$ cat src/rtl/div_unit_if.sv
// Handshake bundle between the execute stage and the iterative divider.
// The execute stage is the master; div_unit is the slave.
interface div_unit_if;
  logic        start;
  logic        signed_div;
  logic [31:0] opdata1;
  logic [31:0] opdata2;
  logic        annul;
  logic [63:0] result;
  logic        ready;
  logic        div_stall;

  modport master (
    output start, signed_div, opdata1, opdata2, annul,
    input  result, ready, div_stall
  );

  modport slave (
    input  start, signed_div, opdata1, opdata2, annul,
    output result, ready, div_stall
  );
endinterface

$ cat src/rtl/div_unit.sv
// Iterative 32-bit DIV/DIVU unit: one restoring shift-subtract step per cycle,
// result packed as {remainder (HI), quotient (LO)}.
module div_unit (
  input  logic       clk,
  input  logic       rst,
  div_unit_if.slave  bus
);

  localparam logic [1:0] S_IDLE   = 2'd0;
  localparam logic [1:0] S_BYZERO = 2'd1;
  localparam logic [1:0] S_ON     = 2'd2;
  localparam logic [1:0] S_END    = 2'd3;

  logic [1:0]  state;
  logic [5:0]  count;
  logic [64:0] work;      // {partial remainder[32:0], dividend/quotient[31:0]}
  logic [31:0] divisor;
  logic        neg_q;
  logic        neg_r;
  logic [63:0] result_q;
  logic        ready_q;

  logic [31:0] mag1;
  logic [31:0] mag2;
  logic [64:0] shifted;
  logic [32:0] diff;
  logic [64:0] work_next;
  logic [31:0] quot_fix;
  logic [31:0] rem_fix;

  // Operand magnitudes; in signed mode the most negative value maps onto
  // itself, which is the correct unsigned magnitude 2^31.
  always_comb begin
    // NOTE: every always_comb output gets a default first so no path can
    // leave it unassigned and infer a latch.
    mag1 = bus.opdata1;
    mag2 = bus.opdata2;
    if (bus.signed_div) begin
      if (bus.opdata1[31]) mag1 = ~bus.opdata1 + 32'd1;
      if (bus.opdata2[31]) mag2 = ~bus.opdata2 + 32'd1;
    end
  end

  // Partial remainder is always below the divisor, so after the shift it
  // fits in 33 bits and diff[32] is a reliable borrow flag.
  always_comb begin
    shifted   = work << 1;
    diff      = shifted[64:32] - {1'b0, divisor};
    work_next = shifted;
    if (!diff[32]) work_next = {diff, shifted[31:1], 1'b1};
  end

  always_comb begin
    quot_fix = neg_q ? (~work[31:0]  + 32'd1) : work[31:0];
    rem_fix  = neg_r ? (~work[63:32] + 32'd1) : work[63:32];
  end

  always_ff @(posedge clk) begin
    // NOTE: state is updated with non-blocking assignments so every register
    // samples the pre-edge values and the step order inside the block is moot.
    if (rst) begin
      state    <= S_IDLE;
      count    <= 6'd0;
      work     <= 65'd0;
      divisor  <= 32'd0;
      neg_q    <= 1'b0;
      neg_r    <= 1'b0;
      result_q <= 64'd0;
      ready_q  <= 1'b0;
    end else if (bus.annul) begin
      state   <= S_IDLE;
      count   <= 6'd0;
      work    <= 65'd0;
      ready_q <= 1'b0;
    end else begin
      case (state)
        S_IDLE: begin
          ready_q <= 1'b0;
          if (bus.start) begin
            state   <= (bus.opdata2 == 32'd0) ? S_BYZERO : S_ON;
            count   <= 6'd0;
            work    <= {33'd0, mag1};
            divisor <= mag2;
            neg_q   <= bus.signed_div & (bus.opdata1[31] ^ bus.opdata2[31]);
            neg_r   <= bus.signed_div & bus.opdata1[31];
          end
        end
        S_BYZERO: begin
          work  <= 65'd0;
          neg_q <= 1'b0;
          neg_r <= 1'b0;
          state <= S_END;
        end
        S_ON: begin
          work  <= work_next;
          count <= count + 6'd1;
          if (count == 6'd31) state <= S_END;
        end
        default: begin
          // Exit on the first cycle start is low, even before ready rose.
          if (!bus.start) begin
            state   <= S_IDLE;
            ready_q <= 1'b0;
          end else begin
            ready_q  <= 1'b1;
            result_q <= {rem_fix, quot_fix};
          end
        end
      endcase
    end
  end

  assign bus.result    = result_q;
  assign bus.ready     = ready_q;
  assign bus.div_stall = bus.start & ~ready_q & ~bus.annul;

endmodule

$ cat src/flat_wrapper.sv
// flat-port wrapper written by rule: the top's interface ports become plain ports
module div_unit_flat 
  (clk, rst, bus_start, bus_signed_div, bus_opdata1, bus_opdata2, bus_annul, bus_result, bus_ready, bus_div_stall);
  div_unit_if bus_i ();
  input  logic clk;
  input  logic rst;
  input wire logic [$bits(bus_i.start)-1:0] bus_start;
  input wire logic [$bits(bus_i.signed_div)-1:0] bus_signed_div;
  input wire logic [$bits(bus_i.opdata1)-1:0] bus_opdata1;
  input wire logic [$bits(bus_i.opdata2)-1:0] bus_opdata2;
  input wire logic [$bits(bus_i.annul)-1:0] bus_annul;
  output wire logic [$bits(bus_i.result)-1:0] bus_result;
  output wire logic [$bits(bus_i.ready)-1:0] bus_ready;
  output wire logic [$bits(bus_i.div_stall)-1:0] bus_div_stall;
  assign bus_i.start = bus_start;
  assign bus_i.signed_div = bus_signed_div;
  assign bus_i.opdata1 = bus_opdata1;
  assign bus_i.opdata2 = bus_opdata2;
  assign bus_i.annul = bus_annul;
  assign bus_result = bus_i.result;
  assign bus_ready = bus_i.ready;
  assign bus_div_stall = bus_i.div_stall;
  div_unit u_core (.clk(clk), .rst(rst), .bus(bus_i));
endmodule
$ cat config.mk
export PLATFORM = sky130hd
export DESIGN_NAME = div_unit_flat
export DESIGN_NICKNAME = d
export VERILOG_FILES = /design/src/rtl/div_unit_if.sv /design/src/rtl/div_unit.sv /design/src/flat_wrapper.sv
export SDC_FILE = /design/constraint.sdc
export NUM_CORES = 1
export LEC_CHECK = 0
export CORE_ASPECT_RATIO = 1.4
export CORE_UTILIZATION = 55
export CTS_CLUSTER_DIAMETER = 50
export CTS_CLUSTER_SIZE = 8
export DETAILED_ROUTE_END_ITERATION = 10
export PLACE_DENSITY = 0.83
export SYNTH_ARGS = -nofsm -noshare
export SYNTH_HDL_FRONTEND = slang
export SYNTH_SLANG_ARGS = --single-unit
$ cat constraint.sdc
create_clock -name clk -period 3.55 [get_ports clk]
set_input_delay 0.71 -clock clk [delete_from_list [all_inputs] [get_ports clk]]
set_output_delay 0.71 -clock clk [all_outputs]
set_load 0.02 [all_outputs]
==> qor.csv <==
stage,metric,value,unit
global_route,initial_antenna_violation_count,0,
placement,detailed_place.area,12900,µm²
route,total_wirelength_of_the_detailed_routed_design,32.2,mm
power,power.ir.vdd_worst,0.000336,V
placement,gp_congestion,0.957,
yosys,number_of_synthesized_flops_with_an_enable_pin,0,
cells_and_area,mostFrequentLayoutCells,"sky130_fd_sc_hd__nor2_1, sky130_fd_sc_hd__dfxtp_1, sky130_fd_sc_hd__nand2_1",
timing,final.hold.worst_slack,0.460,ns
yosys,synth_compound_area_share,25.9,%
timing,max_slew.worst_pin.slew,1.26,ns
cts,cts.sinks,171,
floorplan,die_width,123,µm
setup_path,critPathCaptureType,flop,
power,power_density,359,nW/µm²
power,leakage,5.06,nW
timing,finalWorstPathRequiredPeriod,3.15,ns
yosys,syn_area,11200,µm²
cells_and_area,number_of_diodes,0,
cells_and_area,drive_gt1_share,7.47,%
flow_run,max-cap-violations,0,
setup_path,r2r_slack,0.40,ns
yosys,synth_sequential_area_ratio,30.6,%
global_route,global_route.usage.total,31.8,%
setup_path,crit_path_start_kind,flop,
timing,final_number_of_hold_violating_endpoints,0,
cts,tritoncts.num_buffers,17,
cts,cts_resized,0,
floorplan,placeableCoreArea,19900,µm²
route,number_of_drc_markers_in_iteration_0,679,
floorplan,num_io_pins,135,
route,route.detailed.vias_per_inst,6.15,
floorplan,dieHeight,171,µm
yosys,synth_top_cell_area_share,30.6,%
global_route,grt_pass1_vias,10993,
timing,setup_violations,0,
floorplan,std_cell_rows,61,
global_route,gr-total-overflow,0,
timing,final-max-slew-violation-count,0,
timing,setup-tns-final,0,ns
timing,fin_skew,0.00851,ns
cts,htree_num_levels,4,
setup_path,type_of_the_worst_setup_path,flop to flop,
cts,post_cts_clock_slew_at_the_launch_and_capture_registers_of_the_worst_setup_and_hold_paths,0.07,ns
cts,cts-root-buf,sky130_fd_sc_hd__clkbuf_16,
cells_and_area,filler_cell_count,1651,
route,pre_repair_dr_iteration_count,7,
yosys,post_synth_and_or_nand_nor_area_fraction,22.1,%
run_status,result_of_the_run,"finished, final reports clean",
cells_and_area,nets,1678,
floorplan,effective_utilization_at_floorplan,56.2,%
yosys,synthesis_stage_register_bit_count,171,
global_route,wire_length_of_the_first_global_routing_pass,52.5,mm
setup_path,data_required_time_at_the_worst_endpoint,3.91,ns
timing,max_freq,318,MHz
yosys,share_of_synthesized_area_spent_on_multiplexers,0.537,%
yosys,main_combinational_cell_family_by_area_after_synthesis,compound AO/OA/AOI/OAI gates,
cells_and_area,final_common_cell,sky130_fd_sc_hd__nor2_1,
cts,cts_tree,yes,
yosys,post_synth_fa_ha_maj_area_fraction,4.87,%
cells_and_area,synthToLayoutAreaGrowth,20.9,%
cells_and_area,final_cell_area,13500,µm²
route,drc,0,
yosys,synth.top_cells.by_area,"sky130_fd_sc_hd__dfxtp_1, sky130_fd_sc_hd__xor2_1, sky130_fd_sc_hd__nor2_1",
placement,post-dp-hpwl,24.3,mm
worst_hold_path,timing.hold.worst.class,flop to flop,
yosys,synth.lib_cells_used.distinct,73,
cts,cts-root-to-sink-buffers,2,
timing,final.period_utilization,88.7,%
timing,rsz0062_at_grt,false,
yosys,post_synthesis_share_of_cell_area_spent_on_xor_and_xnor_gates,10.9,%
route,detail_route.wl_per_cell,17.6,µm
cts,clock_latency,0.44,ns
cts,post_cts_buffers,0,
cts,hold_buffers,0,
timing,max-slew-margin-rel,15.8,%
yosys,synthArstFlopShare,0,%
route,num_vias,11254,
setup_path,critical_path_arrival,3.51,ns
yosys,synth_largest_area_cell,sky130_fd_sc_hd__dfxtp_1,
yosys,synth_nets,1565,
route,drtAntennaViolNets,0,
yosys,avgSynthCellArea,7.70,µm²
yosys,synthesized_instance_count,1453,
floorplan,fp.dieArea,20900,µm²
setup_path,critical_path_peak_fanout,10,
placement,io_buffer_count,134,
global_route,grt_max_degree,65,
yosys,synth_flop_cell,sky130_fd_sc_hd__dfxtp_1,
yosys,ys.warnings.count,0,
## routing by layer
| metal | global-route usage (%) | part of all wire [%] |
|---|---|---|
| met2 | 58.6 | 52 |
| met5 | 0 | 0 |
| met4 | 23.3 | 7.3 |
| met1 | 32.1 | 37 |
| met3 | 4.50 | 4.0 |
## where the power goes
part	switching (mW)	total [mW]	internal (mW)
registers	0.0573	2.03	1.97
clock network	0.890	1.96	1.07
logic	0.503	0.875	0.372
total	1.45	4.86	3.41
## Yosys cell counts, types with 4 or more instances
master                        n
sky130_fd_sc_hd__a211oi_1    80
sky130_fd_sc_hd__a21o_1      11
sky130_fd_sc_hd__a21oi_1     92
sky130_fd_sc_hd__a221o_1     12
sky130_fd_sc_hd__a311oi_1     9
sky130_fd_sc_hd__a31oi_1     11
sky130_fd_sc_hd__and2_1      10
sky130_fd_sc_hd__and3_1       8
sky130_fd_sc_hd__buf_2        5
sky130_fd_sc_hd__clkbuf_1    81
sky130_fd_sc_hd__dfxtp_1    171
sky130_fd_sc_hd__ha_1        42
sky130_fd_sc_hd__inv_1       61
sky130_fd_sc_hd__mux2i_1      6
sky130_fd_sc_hd__nand2_1    151
sky130_fd_sc_hd__nand2b_1    13
sky130_fd_sc_hd__nand3_1     27
sky130_fd_sc_hd__nand3b_1     5
sky130_fd_sc_hd__nand4_1     26
sky130_fd_sc_hd__nor2_1     175
sky130_fd_sc_hd__nor2b_1      9
sky130_fd_sc_hd__nor3_1      28
sky130_fd_sc_hd__nor4_1       8
sky130_fd_sc_hd__o2111ai_1    5
sky130_fd_sc_hd__o211a_1      7
sky130_fd_sc_hd__o211ai_1    36
sky130_fd_sc_hd__o21a_1       7
sky130_fd_sc_hd__o21ai_0     89
sky130_fd_sc_hd__o31ai_1     26
sky130_fd_sc_hd__o41ai_1     12
sky130_fd_sc_hd__or2_2        5
sky130_fd_sc_hd__or3_1       19
sky130_fd_sc_hd__or4_1        9
sky130_fd_sc_hd__or4_4        4
sky130_fd_sc_hd__xnor2_1     60
sky130_fd_sc_hd__xor2_1      79
## sequential cells by signal, indices dropped and copies added (netlist names)
signal             cells
u_core.bus.result     64
u_core.work           64
u_core.divisor        32
u_core.count           6
u_core.state           2
u_core.bus.ready       1
u_core.neg_q           1
u_core.neg_r           1
## worst paths after layout
kind	endpoint	from	cells past startpoint
setup reg to reg	u_core.work[40]	u_core.divisor[5]	12
hold reg to reg	u_core.bus.result[16]	u_core.bus.result[16]	2
hold / removal	u_core.bus.result[16]	u_core.bus.result[16]	2
setup / recovery	u_core.work[40]	u_core.divisor[5]	12
## metrics by stage
step	setup WS [ns]	util, %	power [mW]	instances
2_1_floorplan	0.731	-	2.63	1453
3_3_place_gp	0.208	64.9	2.91	1799
3_5_place_dp	0.0915	64.9	2.92	1799
4_1_cts	0.441	67.9	4.86	1831
5_1_grt	0.266	67.9	5.05	1831
6_report	0.402	67.9	4.86	1831
## cell type report
type	count	area, µm²	area share, %
sequential	171	3420	25.3
timing repair buffer	183	1740	12.9
clock buffer	17	425	3.15
multi-input combinational	1132	7210	53.3
inverter	61	229	1.69
tap	252	315	2.33
clock inverter	15	181	1.34
## worst max-delay path: stages (launching register included)
cell and delay (ns):
sky130_fd_sc_hd__dfxtp_1 0.33, sky130_fd_sc_hd__inv_1 0.10, sky130_fd_sc_hd__ha_1 0.33, sky130_fd_sc_hd__a21o_1 0.24, sky130_fd_sc_hd__or3_1 0.35, sky130_fd_sc_hd__o21ai_1 0.24
sky130_fd_sc_hd__a21oi_1 0.11, sky130_fd_sc_hd__buf_4 0.17, sky130_fd_sc_hd__o21ai_0 0.24, sky130_fd_sc_hd__a21oi_1 0.15, sky130_fd_sc_hd__buf_4 0.19, sky130_fd_sc_hd__or4_1 0.53
sky130_fd_sc_hd__o211ai_1 0.11
## cell families after synthesis
| logic type | count (synthesis) |
|---|---|
| multiplexers | 6 |
| AND/OR/NAND/NOR | 515 |
| XOR/XNOR | 139 |
| flip-flops | 171 |
| AO/OA/AOI/OAI | 429 |
| adder cells (fa/ha/maj) | 43 |
| buffers and inverters | 150 |
Note: power is estimated with default switching activity, not from simulation.
